===== config.mk =====
export PLATFORM = sky130hd
export DESIGN_NAME = rf_write_arbiter
export DESIGN_NICKNAME = d
export VERILOG_FILES = /design/src/rtl/rf_write_arbiter.sv
export SDC_FILE = /design/constraint.sdc
export NUM_CORES = 1
export LEC_CHECK = 0
export CAP_MARGIN = 20
export CORE_MARGIN = 2
export CORE_UTILIZATION = 44
export CTS_BUF_LIST = sky130_fd_sc_hd__clkbuf_4 sky130_fd_sc_hd__clkbuf_8 sky130_fd_sc_hd__clkbuf_16
export DETAILED_ROUTE_END_ITERATION = 8
export PLACE_DENSITY = 0.87
export SLEW_MARGIN = 10
export SYNTH_ARGS = -nofsm -noshare
export SYNTH_HDL_FRONTEND = slang
export SYNTH_SLANG_ARGS = --single-unit

===== constraint.sdc =====
create_clock -name clk -period 9.64 [get_ports clk]
set_clock_uncertainty 0.05 [all_clocks]
set_input_delay 1.928 -clock clk [delete_from_list [all_inputs] [get_ports clk]]
set_output_delay 1.928 -clock clk [all_outputs]
set_load 0.005 [all_outputs]

===== src/rtl/rf_write_arbiter.sv =====
`default_nettype none
// ============================================================================
// Module      : rf_write_arbiter
// Description : Round-robin arbiter for the single register-file write port,
//               with a pending-write scoreboard and an optional same-cycle
//               write-to-read bypass, enabled by defining RF_WR_BYPASS_EN.
// Revision    : 1.0 - initial release
// ============================================================================
module rf_write_arbiter #(
    parameter int NUM_REQ  = 3,
    parameter int DATA_W   = 32,
    parameter int ADDR_W   = 3,
    parameter int NUM_REGS = 8
) (
    input  logic                      clk,
    input  logic                      rst,
    input  logic [NUM_REQ-1:0]        reqValid,
    input  logic [NUM_REQ*ADDR_W-1:0] reqAddr,
    input  logic [NUM_REQ*DATA_W-1:0] reqData,
    output logic [NUM_REQ-1:0]        reqReady,
    input  logic                      claimValid,
    input  logic [ADDR_W-1:0]         claimAddr,
    output logic                      writeEnable,
    output logic [ADDR_W-1:0]         writeAddr,
    output logic [DATA_W-1:0]         writeData,
    output logic [NUM_REGS-1:0]       busyMask,
    input  logic [ADDR_W-1:0]         rdAddr1,
    input  logic [ADDR_W-1:0]         rdAddr2,
    input  logic [DATA_W-1:0]         rfData1,
    input  logic [DATA_W-1:0]         rfData2,
    output logic [DATA_W-1:0]         rdData1,
    output logic [DATA_W-1:0]         rdData2
);

    localparam int c_PTR_W = (NUM_REQ > 1) ? $clog2(NUM_REQ) : 1;

    logic [c_PTR_W-1:0]  r_ptr;
    logic                r_we;
    logic [ADDR_W-1:0]   r_waddr;
    logic [DATA_W-1:0]   r_wdata;
    logic [NUM_REGS-1:0] r_busy;

    logic [NUM_REQ-1:0]  w_grant;
    logic                w_any;
    logic [c_PTR_W-1:0]  w_gidx;
    logic [ADDR_W-1:0]   w_sel_addr;
    logic [DATA_W-1:0]   w_sel_data;
    logic                w_accept;
    int                  w_idx;

    // Search starts at the pointer and wraps; first valid requester wins.
    always_comb begin
        w_grant    = '0;
        w_any      = 1'b0;
        w_gidx     = '0;
        w_sel_addr = '0;
        w_sel_data = '0;
        w_idx      = 0;
        for (int k = 0; k < NUM_REQ; k++) begin
            w_idx = int'(r_ptr) + k;
            if (w_idx >= NUM_REQ) begin
                w_idx = w_idx - NUM_REQ;
            end
            if (!w_any && reqValid[w_idx]) begin
                w_any          = 1'b1;
                w_grant[w_idx] = 1'b1;
                w_gidx         = c_PTR_W'(w_idx);
                w_sel_addr     = reqAddr[w_idx*ADDR_W +: ADDR_W];
                w_sel_data     = reqData[w_idx*DATA_W +: DATA_W];
            end
        end
    end

    assign reqReady = rst ? '0 : w_grant;
    assign w_accept = |(reqValid & reqReady);

    always_ff @(posedge clk or posedge rst) begin
        if (rst) begin
            r_ptr   <= '0;
            r_we    <= 1'b0;
            r_waddr <= '0;
            r_wdata <= '0;
        end else begin
            r_we <= w_accept;
            if (w_accept) begin
                r_waddr <= w_sel_addr;
                r_wdata <= w_sel_data;
                r_ptr   <= (w_gidx == c_PTR_W'(NUM_REQ - 1)) ? '0 : w_gidx + 1'b1;
            end
        end
    end

    // Claim is applied after the clear so a same-edge claim keeps the bit set.
    always_ff @(posedge clk or posedge rst) begin
        if (rst) begin
            r_busy <= '0;
        end else begin
            for (int r = 0; r < NUM_REGS; r++) begin
                if (claimValid && (claimAddr == ADDR_W'(r))) begin
                    r_busy[r] <= 1'b1;
                end else if (r_we && (r_waddr == ADDR_W'(r))) begin
                    r_busy[r] <= 1'b0;
                end
            end
        end
    end

    assign writeEnable = r_we;
    assign writeAddr   = r_waddr;
    assign writeData   = r_wdata;
    assign busyMask    = r_busy;

`ifdef RF_WR_BYPASS_EN
    assign rdData1 = (r_we && (r_waddr == rdAddr1)) ? r_wdata : rfData1;
    assign rdData2 = (r_we && (r_waddr == rdAddr2)) ? r_wdata : rfData2;
`else
    // Read addresses only matter to the register file itself in this build.
    logic w_unused_rdaddr;
    assign w_unused_rdaddr = ^{rdAddr1, rdAddr2};
    assign rdData1 = rfData1;
    assign rdData2 = rfData2;
`endif

endmodule
`default_nettype wire


==> impl_metrics.py, run 1 <==
metrics = {
    "routing": {
        "wl_per_cell_um": 17.3,
        "ant_nets": 0,
        "vias_per_cell": 6.01,
        "drt_iter0_drc": 532,
        "vias": 5763,
        "drtPass1Iterations": 6,
        "wl_um": 16600,
        "drc": 0,
    },
    "critical_path": {
        "r2r_end": "r_ptr[0]",
        "critPathLaunchType": "primary input",
        "end_kind": "output port",
        "reg2reg_setup_slack_ps": 5320,
        "arrival_ps": 4270,
        "path_class": "primary input to output port",
        "cp_max_fo": 12,
        "worst_ep_required_time_ps": 7660,
        "r2r_cells": 10,
        "reg2reg_from": "r_ptr[0]",
    },
    "pwr": {
        "p_leak_uw": 0.00280,
        "p_clk_share_pct": 10.4,
        "power.density_nw_per_um2": 320,
        "switchingPower_uw": 1050,
        "power.total_uw": 2260,
        "power.internal_uw": 1210,
        "swShare_pct": 46.4,
        "combPwrFrac_pct": 74.4,
        "vdd_drop_max_mv": 0.169,
        "seq_power_share_pct": 15.3,
    },
    "timing": {
        "grt_setup_unrepaired": "false",
        "finalSetupViolCount": 0,
        "slew_viol_final": 0,
        "max_freq_mhz": 160,
        "worst_pin_slew_ps": 1100,
        "fin_crit_sh_pct": 64.8,
        "slew_headroom_pct": 26.4,
        "fin_crit_ps": 6240,
        "hold_viol_final": 0,
        "fin_tns_setup_ps": 0,
    },
    "synth": {
        "async_flop_share_pct": 100,
        "ys.flop_type": "dfrtp_1",
        "synth.top_cells.by_area": "dfrtp_1 (20%), a21oi_1 (12%), buf_4 (8.7%)",
        "ys_seq_elements": 46,
        "synth.distinct_cells": 49,
        "synth_edf_count": 0,
        "synth_area_um2": 5700,
        "yosysTopAreaCellShare_pct": 20.2,
        "synth_area_per_cell_um2": 7.73,
        "synth_cells": 738,
        "yosysTopAreaCell": "dfrtp_1",
        "ys_seq_area_share_pct": 20.2,
        "yosysWarnings": 0,
        "synth_nets": 932,
    },
    "min_path": {
        "hp-start": "writeData[17]",
        "hold_class": "flip-flop to flip-flop",
        "hold_end": "writeData[17]",
        "holdPathStages": 1,
    },
    "clock_tree": {
        "cts_tree": "yes",
        "worstSkewPairLatency_ps": 290,
        "cts_resized": 0,
        "cts-root-buf": "clkbuf_16",
        "cts_sinks": 46,
        "post_cts_buffers": 0,
        "clockBufferDepth": 2,
        "cts.clk_slew.worst_paths_ps": 70,
        "htreeDepth": 2,
        "cts_hold_buf": 0,
        "numCtsBuffers": 5,
    },
    "final_layout": {
        "finalNetCount": 980,
        "area_growth_pct": 24.0,
        "nFillCells": 1171,
        "n_antenna_cell": 0,
        "drive_gt1_share_pct": 6.73,
    },
    "global_routing": {
        "grt_max_degree": 109,
        "grt_pass1_vias": 5439,
        "antenna_found_initial": 0,
        "track_usage_pct": 23.2,
        "grt_pass1_wl_um": 27000,
        "gr-total-overflow": 0,
    },
    "floorplan": {
        "rows": 41,
        "die_y_um": 118,
        "fp.dieW_um": 118,
        "initial_core_util_pct": 45.2,
        "dieArea_um2": 13900,
        "core_area_um2": 12600,
        "io_pins": 295,
    },
    "placed_design": {
        "gp_congestion": 0.877,
        "numPortBuffers": 160,
        "dp.final_hpwl_um": 11100,
    },
    "outcome": {
        "status": "completed",
    },
    "job": {
        "maxCapViolations": 0,
    },
}
worst max path at each step:
stage,start,end,slack [ps]
final,reqValid[1],reqReady[0],3400
after floorplan,reqValid[1],reqReady[0],4780
after global placement,reqValid[1],reqReady[0],3430
after global routing,reqValid[1],reqReady[0],3230
after detailed placement,reqValid[1],reqReady[0],3410
after CTS,reqValid[1],reqReady[0],3410
final cells by class:
class | count | area, µm² | share of cell area (%)
Clock inverter | 2 | 60.1 | 0.849
Sequential cell | 46 | 1150 | 16.3
Inverter | 8 | 30.0 | 0.425
Clock buffer | 6 | 139 | 1.96
Timing Repair Buffer | 168 | 1660 | 23.5
Multi-Input combinational cell | 557 | 3810 | 53.9
Tap cell | 172 | 215 | 3.04
flip-flops by register name, indices dropped and copies added (netlist names):
name,flops
writeEnable,1
writeAddr,3
busyMask,8
r_ptr,2
writeData,32
cell families after synthesis:
logic type               after synthesis  synth area share, %
AO/OA/AOI/OAI                        258                 28.7
adder cells (fa/ha/maj)               10                 2.46
buffers and inverters                135                 14.1
AND/OR/NAND/NOR                      198                 16.2
other                                  1               0.0658
multiplexers                          90                 18.3
flip-flops                            46                 20.2
power groups by stage:
stage                     clock [µW]  sequential (µW)  combinational (µW)
final                            235              346                1680
after global routing             246              358                1850
after CTS                        242              346                1680
after detailed placement           0              348                1680
after global placement             0              346                1630
after floorplan                    0              343                1220
critical path: stages:
cell and delay [ps]:
clkdlybuf4s50_1 720, nor2b_1 320, o21ai_0 160, o21a_1 200
a221oi_2 410, nor2_1 80, clkdlybuf4s50_1 450
through the flow:
| stage | utilization [%] | cell area, µm² | worst slack (ps) | instances | hold slack [ps] |
|---|---|---|---|---|---|
| 2_1_floorplan | - | 5700 | 4780 | 738 | 439 |
| 3_3_place_gp | 54.5 | 6870 | 3430 | 951 | 423 |
| 3_5_place_dp | 54.5 | 6870 | 3410 | 951 | 434 |
| 4_1_cts | 56.0 | 7070 | 3410 | 959 | 451 |
| 5_1_grt | 56.0 | 7070 | 3230 | 959 | 462 |
| 6_report | 56.0 | 7070 | 3400 | 959 | 447 |
synth_stat cells, types with 2 or more instances:
master	number
o221ai_1	36
and3_1	2
fa_1	2
nor3_1	2
nand4_1	2
a21oi_1	139
a211o_1	33
mux2i_1	40
a21o_1	2
a31oi_1	2
nand4b_1	2
nor2b_1	41
dfrtp_1	46
buf_2	15
a211oi_1	3
o31ai_1	4
o21ai_1	2
nand2b_1	11
o21ai_0	23
buf_8	2
mux2_1	22
mux4_2	7
nand2_1	24
mux2_2	20
clkbuf_1	30
nand3_1	3
buf_1	13
o211ai_1	3
o21a_1	2
nor2_1	107
inv_1	8
buf_4	66
ha_1	8
per-layer routing:
layer,vias up,track usage (%),wire length [µm]
met5,-,0,0
met4,0,7.98,417
met3,45,5.38,1580
met2,286,40.0,8130
met1,2712,28.3,6480
li1,2720,-,-
placed cells by master, fill, tap and decap left out, drive strengths merged, types with 3 or more instances in the layout:
cell | netlist | layout
clkdlybuf4s50 | 0 | 160
a21oi | 139 | 139
nor2 | 107 | 107
dfrtp | 46 | 46
mux2 | 42 | 42
nor2b | 41 | 41
mux2i | 41 | 41
o221ai | 36 | 36
a211o | 33 | 33
o21ai | 25 | 25
nand2 | 24 | 24
nand2b | 11 | 11
buf | 97 | 8
inv | 8 | 8
ha | 8 | 8
mux4 | 7 | 7
clkbuf | 30 | 6
o31ai | 4 | 4
o211ai | 3 | 3
a211oi | 3 | 3
nand3 | 3 | 3
Note: power is estimated with default switching activity, not from simulation.
==> run 2, diff against run 1 <==
--- a/config.mk
+++ b/config.mk
@@ -7,10 +7,10 @@
 export LEC_CHECK = 0
 export CAP_MARGIN = 20
 export CORE_MARGIN = 2
-export CORE_UTILIZATION = 44
+export CORE_UTILIZATION = 41
 export CTS_BUF_LIST = sky130_fd_sc_hd__clkbuf_4 sky130_fd_sc_hd__clkbuf_8 sky130_fd_sc_hd__clkbuf_16
 export DETAILED_ROUTE_END_ITERATION = 8
-export PLACE_DENSITY = 0.87
+export PLACE_DENSITY = 0.82
 export SLEW_MARGIN = 10
 export SYNTH_ARGS = -nofsm -noshare
 export SYNTH_HDL_FRONTEND = slang
==> constraint.sdc (replaced) <==
create_clock -name clk -period 6.1 [get_ports clk]
set_clock_uncertainty 0.05 [all_clocks]
set_input_delay 1.22 -clock clk [delete_from_list [all_inputs] [get_ports clk]]
set_output_delay 1.22 -clock clk [all_outputs]
set_load 0.005 [all_outputs]
==> run 2 against run 1 <==
Effect of this change:
- hold slack got worse by 1.2 ps
- sequential cell count did not move
- sequential share of layout area barely moved
- power rose by 56%
- clock power rose by 39%
- sequential power rose by 58%
- critical path depth rose by 1
- register-to-register slack got worse by 3400 ps
- setup slack got worse by 2200 ps
- cell count rose by 0.73%
- utilization fell by 4.6 points
- final area fell by 0.28%
- critical endpoint is now reqReady[1]
- largest cell class unchanged
==> impl_metrics.py, run 2 (synthesized netlist as in run 1, its figures left out) <==
metrics = {
    "placed_design": {
        "numPortBuffers": 160,
        "dp.final_hpwl_um": 11200,
        "gp_congestion": 0.849,
        "placed_area_um2": 6880,
    },
    "critical_path": {
        "end_kind": "output port",
        "reg2reg_from": "r_ptr[0]",
        "worst_ep_required_time_ps": 4830,
        "reg2reg_setup_slack_ps": 1950,
        "arrival_ps": 3650,
        "cp_max_fo": 41,
        "critPathLaunchType": "flip-flop",
        "r2r_cells": 9,
        "path_class": "flip-flop to output port",
        "r2r_end": "writeData[29]",
    },
    "pwr": {
        "switchingPower_uw": 1660,
        "swShare_pct": 47.0,
        "combPwrFrac_pct": 75.3,
        "vdd_drop_max_mv": 0.355,
        "power.internal_uw": 1880,
        "p_leak_uw": 0.00279,
        "power.density_nw_per_um2": 502,
        "seq_power_share_pct": 15.5,
        "p_clk_share_pct": 9.2,
    },
    "timing": {
        "fin_crit_ps": 4920,
        "grt_setup_unrepaired": "false",
        "worst_pin_slew_ps": 1050,
        "slew_viol_final": 0,
        "fin_crit_sh_pct": 80.6,
        "finalSetupViolCount": 0,
        "hold_viol_final": 0,
        "slew_headroom_pct": 30.0,
        "fin_tns_setup_ps": 0,
        "max_freq_mhz": 203,
    },
    "floorplan": {
        "die_y_um": 122,
        "fp.dieW_um": 122,
        "dieArea_um2": 14900,
        "io_pins": 295,
        "core_area_um2": 13700,
        "initial_core_util_pct": 41.6,
        "rows": 43,
    },
    "routing": {
        "vias": 5721,
        "ant_nets": 0,
        "wl_per_cell_um": 17.2,
        "wl_um": 16600,
        "drtPass1Iterations": 5,
        "drt_iter0_drc": 365,
        "vias_per_cell": 5.92,
        "drc": 0,
    },
    "clock_tree": {
        "cts-root-buf": "clkbuf_16",
        "cts_tree": "yes",
        "worstSkewPairLatency_ps": 290,
        "htreeDepth": 2,
        "cts_resized": 0,
        "cts_hold_buf": 0,
        "cts_sinks": 46,
        "cts.clk_slew.worst_paths_ps": 70,
        "post_cts_buffers": 0,
        "numCtsBuffers": 5,
        "clockBufferDepth": 2,
    },
    "global_routing": {
        "grt_max_degree": 81,
        "grt_pass1_vias": 5353,
        "grt_pass1_wl_um": 26300,
        "gr-total-overflow": 0,
        "track_usage_pct": 22.0,
        "antenna_found_initial": 0,
    },
    "final_layout": {
        "largest_reg_flops": 32,
        "n_antenna_cell": 0,
        "fin_area_um2": 7050,
        "final_cell_mix": "clkdlybuf4s50_1 (160), a21oi_1 (139), nor2_1 (107)",
        "area_growth_pct": 23.6,
        "finalNetCount": 980,
        "nFillCells": 1272,
        "layout_commonest_cell": "clkdlybuf4s50_1",
        "drive_gt1_share_pct": 6.62,
    },
    "outcome": {
        "status": "completed",
    },
    "min_path": {
        "hold_class": "flip-flop to flip-flop",
        "hold_end": "writeData[1]",
        "hp-start": "writeData[1]",
        "holdPathStages": 1,
    },
    "job": {
        "maxCapViolations": 0,
    },
}
-- run 2: cell types whose count changed in the layout (fill, tap and decap cells not counted), sizes merged --
cell,before,now
bufinv,2,1
-- run 2: routing by layer --
metal  vias up  track usage [%]  wire length, µm
li1       2726                -                -
met1      2703             26.5             6770
met2       239             36.8             7840
met3        53             5.62             1340
met4         0             10.3              618
met5         -                0                0
-- run 2: area by class of cell --
cell class	instances	area [µm²]	share of cell area, %
sequential	46	1150	16.3
clock buffer	6	139	1.97
inverter	8	30.0	0.426
timing repair buffer	168	1660	23.6
clock inverter	1	30.0	0.426
tap	180	225	3.19
multi-input combinational	557	3810	54.1
-- run 2: metrics by stage --
step / hold slack [ps] / worst slack (ps) / std cells / power (µW) / utilization [%]
6_report: 446 / 1180 / 966 / 3540 / 51.4
5_1_grt: 462 / 991 / 966 / 3850 / 51.4
4_1_cts: 450 / 1160 / 966 / 3550 / 51.4
3_5_place_dp: 434 / 1270 / 959 / 3210 / 50.2
3_3_place_gp: 424 / 1270 / 959 / 3150 / 50.2
2_1_floorplan: 439 / 2660 / 738 / 2460 / -
-- run 2: critical path: stages (launching register included) --
cell and delay [ps]:
dfrtp_1 440, inv_1 240, ha_4 490, nor2b_4 940, nand4_1 210, nand2_1 240
nand2_1 80, a21oi_1 180, clkdlybuf4s50_1 520
-- run 2: worst max-delay path by stage --
stage / startpoint / to / slack (ps)
detailed placement: reqValid[1] / reqReady[0] / 1270
global route: r_ptr[1] / reqReady[0] / 990
floorplan: reqValid[1] / reqReady[0] / 2660
CTS: r_ptr[1] / reqReady[1] / 1160
finish: r_ptr[1] / reqReady[1] / 1180
global placement: reqValid[1] / reqReady[0] / 1270
-- run 2: power by group through the flow --
stage               clock [µW]  combinational (µW)  sequential (µW)
floorplan                    0                1920              542
global placement             0                2600              551
detailed placement           0                2660              552
CTS                        338                2660              549
global route               343                2940              564
finish                     326                2670              548
==> run 3, diff against run 2 <==
--- a/config.mk
+++ b/config.mk
@@ -7,10 +7,10 @@
 export LEC_CHECK = 0
 export CAP_MARGIN = 20
 export CORE_MARGIN = 2
-export CORE_UTILIZATION = 41
+export CORE_UTILIZATION = 37
 export CTS_BUF_LIST = sky130_fd_sc_hd__clkbuf_4 sky130_fd_sc_hd__clkbuf_8 sky130_fd_sc_hd__clkbuf_16
 export DETAILED_ROUTE_END_ITERATION = 8
-export PLACE_DENSITY = 0.82
+export PLACE_DENSITY = 0.78
 export SLEW_MARGIN = 10
 export SYNTH_ARGS = -nofsm -noshare
 export SYNTH_HDL_FRONTEND = slang
==> constraint.sdc (replaced) <==
create_clock -name clk -period 4.4 [get_ports clk]
set_clock_uncertainty 0.05 [all_clocks]
set_input_delay 0.88 -clock clk [delete_from_list [all_inputs] [get_ports clk]]
set_output_delay 0.88 -clock clk [all_outputs]
set_load 0.005 [all_outputs]
==> run 3 against run 2 <==
Effect of this change:
- global-route usage decreased by 1.7 points
- critical path type is now primary input to output port
- sequential share of layout area shrank 0.14 points
- critical endpoint is now reqReady[0]
- setup slack got worse by 850 ps
==> impl_metrics.py, run 3 (synthesized netlist as in run 1, its figures left out) <==
metrics = {
    "final_layout": {
        "n_antenna_cell": 0,
        "finalNetCount": 986,
        "fin_area_um2": 7110,
        "final_cell_mix": "clkdlybuf4s50_1 (160), a21oi_1 (139), nor2_1 (107)",
        "largest_reg_flops": 32,
        "area_growth_pct": 24.7,
        "nFillCells": 1457,
        "drive_gt1_share_pct": 7.44,
        "layout_commonest_cell": "clkdlybuf4s50_1",
    },
    "placed_design": {
        "placed_area_um2": 6960,
        "gp_congestion": 0.849,
        "dp_slack_ps": 353,
        "dp.final_hpwl_um": 11600,
        "numPortBuffers": 160,
    },
    "clock_tree": {
        "cts_tree": "yes",
        "cts-root-buf": "clkbuf_16",
        "cts.clk_slew.worst_paths_ps": 70,
        "htreeDepth": 2,
        "numCtsBuffers": 5,
        "cts_hold_buf": 0,
        "cts_resized": 0,
        "post_cts_buffers": 0,
        "cts_sinks": 46,
        "worstSkewPairLatency_ps": 290,
        "clockBufferDepth": 2,
    },
    "floorplan": {
        "fp.dieW_um": 128,
        "die_y_um": 128,
        "rows": 45,
        "dieArea_um2": 16400,
        "core_area_um2": 15100,
        "io_pins": 295,
        "initial_core_util_pct": 37.7,
    },
    "timing": {
        "fin_crit_ps": 4060,
        "slew_headroom_pct": 47.0,
        "fin_crit_sh_pct": 92.3,
        "fin_tns_setup_ps": 0,
        "slew_viol_final": 0,
        "grt_setup_unrepaired": "false",
        "max_freq_mhz": 246,
        "worst_pin_slew_ps": 795,
        "finalSetupViolCount": 0,
        "layout_setup_ws_ps": 337,
        "hold_viol_final": 0,
    },
    "global_routing": {
        "grt_pass1_wl_um": 27000,
        "antenna_found_initial": 0,
        "grt_pass1_vias": 5413,
        "track_usage_pct": 20.3,
        "grt_max_degree": 75,
        "gr-total-overflow": 0,
    },
    "job": {
        "maxCapViolations": 0,
    },
    "critical_path": {
        "crit_chain": "clkdlybuf4s50_1 > mux2_2 > o21ai_1 > o21a_1 > a221oi_2 > nor2_1 > clkdlybuf4s50_1",
        "path_class": "primary input to output port",
        "cp_max_fo": 12,
        "crit_family": "buffers and inverters",
        "slowest_stage": "clkdlybuf4s50_1",
        "end_kind": "output port",
        "critPathLaunchType": "primary input",
        "cpMostUsedCell": "clkdlybuf4s50_1",
        "max_stage_delay_ps": 680,
        "arrival_ps": 3130,
        "worst_ep_required_time_ps": 3470,
        "path_buf_inv": 2,
    },
    "min_path": {
        "hold_class": "flip-flop to flip-flop",
    },
    "routing": {
        "drc": 0,
        "drtPass1Iterations": 5,
        "drt_iter0_drc": 357,
        "wl_per_cell_um": 17.3,
        "vias": 5737,
        "vias_per_cell": 5.85,
        "wl_um": 17000,
        "ant_nets": 0,
    },
    "outcome": {
        "status": "completed",
    },
    "pwr": {
        "power.density_nw_per_um2": 686,
        "p_leak_uw": 0.00283,
        "vdd_drop_max_mv": 0.380,
    },
}
## run 3: cell types whose count changed in the layout (fill, tap and decap cells not counted), sizes merged
cell / previous run / this run
clkinv: 0 / 1
buf: 8 / 14
bufinv: 1 / 0
clkbuf: 6 / 7
## run 3: where the power goes
group	switching, µW	leakage, µW	internal (µW)
Sequential	123	0.000561	627
Combinational	2000	0.00219	1730
Clock	169	0.0000773	232
Total	2290	0.00283	2590
## run 3: per-stage QoR
stage | instances | utilization [%] | total power (µW) | hold slack [ps]
floorplan | 738 | - | 3420 | 439
global placement | 973 | 46.0 | 4430 | 424
global route | 981 | 47.0 | 5330 | 454
CTS | 981 | 47.0 | 4920 | 447
detailed placement | 973 | 46.0 | 4490 | 431
finish | 981 | 47.0 | 4880 | 438
## run 3: worst paths after layout
check                               from            end  slack (ps)  cells past startpoint
setup / recovery             reqValid[2]    reqReady[0]         340                      7
hold / removal             writeData[22]  writeData[22]         440                      1
setup reg to reg                r_ptr[1]  writeData[26]         910                      9
hold reg to reg            writeData[22]  writeData[22]         440                      1
max in group asynchronous            rst  writeData[14]        2660                      3
min in group asynchronous            rst       r_ptr[1]        1170                      3
## run 3: final cells by class
class | count | area, µm² | area share, %
flip-flops and latches | 46 | 1150 | 16.2
clock buffers | 7 | 146 | 2.06
repair buffers | 174 | 1730 | 24.3
well taps | 188 | 235 | 3.31
clock inverters | 1 | 5.00 | 0.0704
inverters | 8 | 30.0 | 0.422
multi-input cells | 557 | 3810 | 53.6
## run 3: routing by layer
metal	share of wire [%]	track usage [%]	vias to the layer above
met5	0	0	-
met4	2.8	7.63	0
met3	8.3	5.93	47
met2	48	35.0	223
met1	41	23.8	2737
li1	-	-	2730
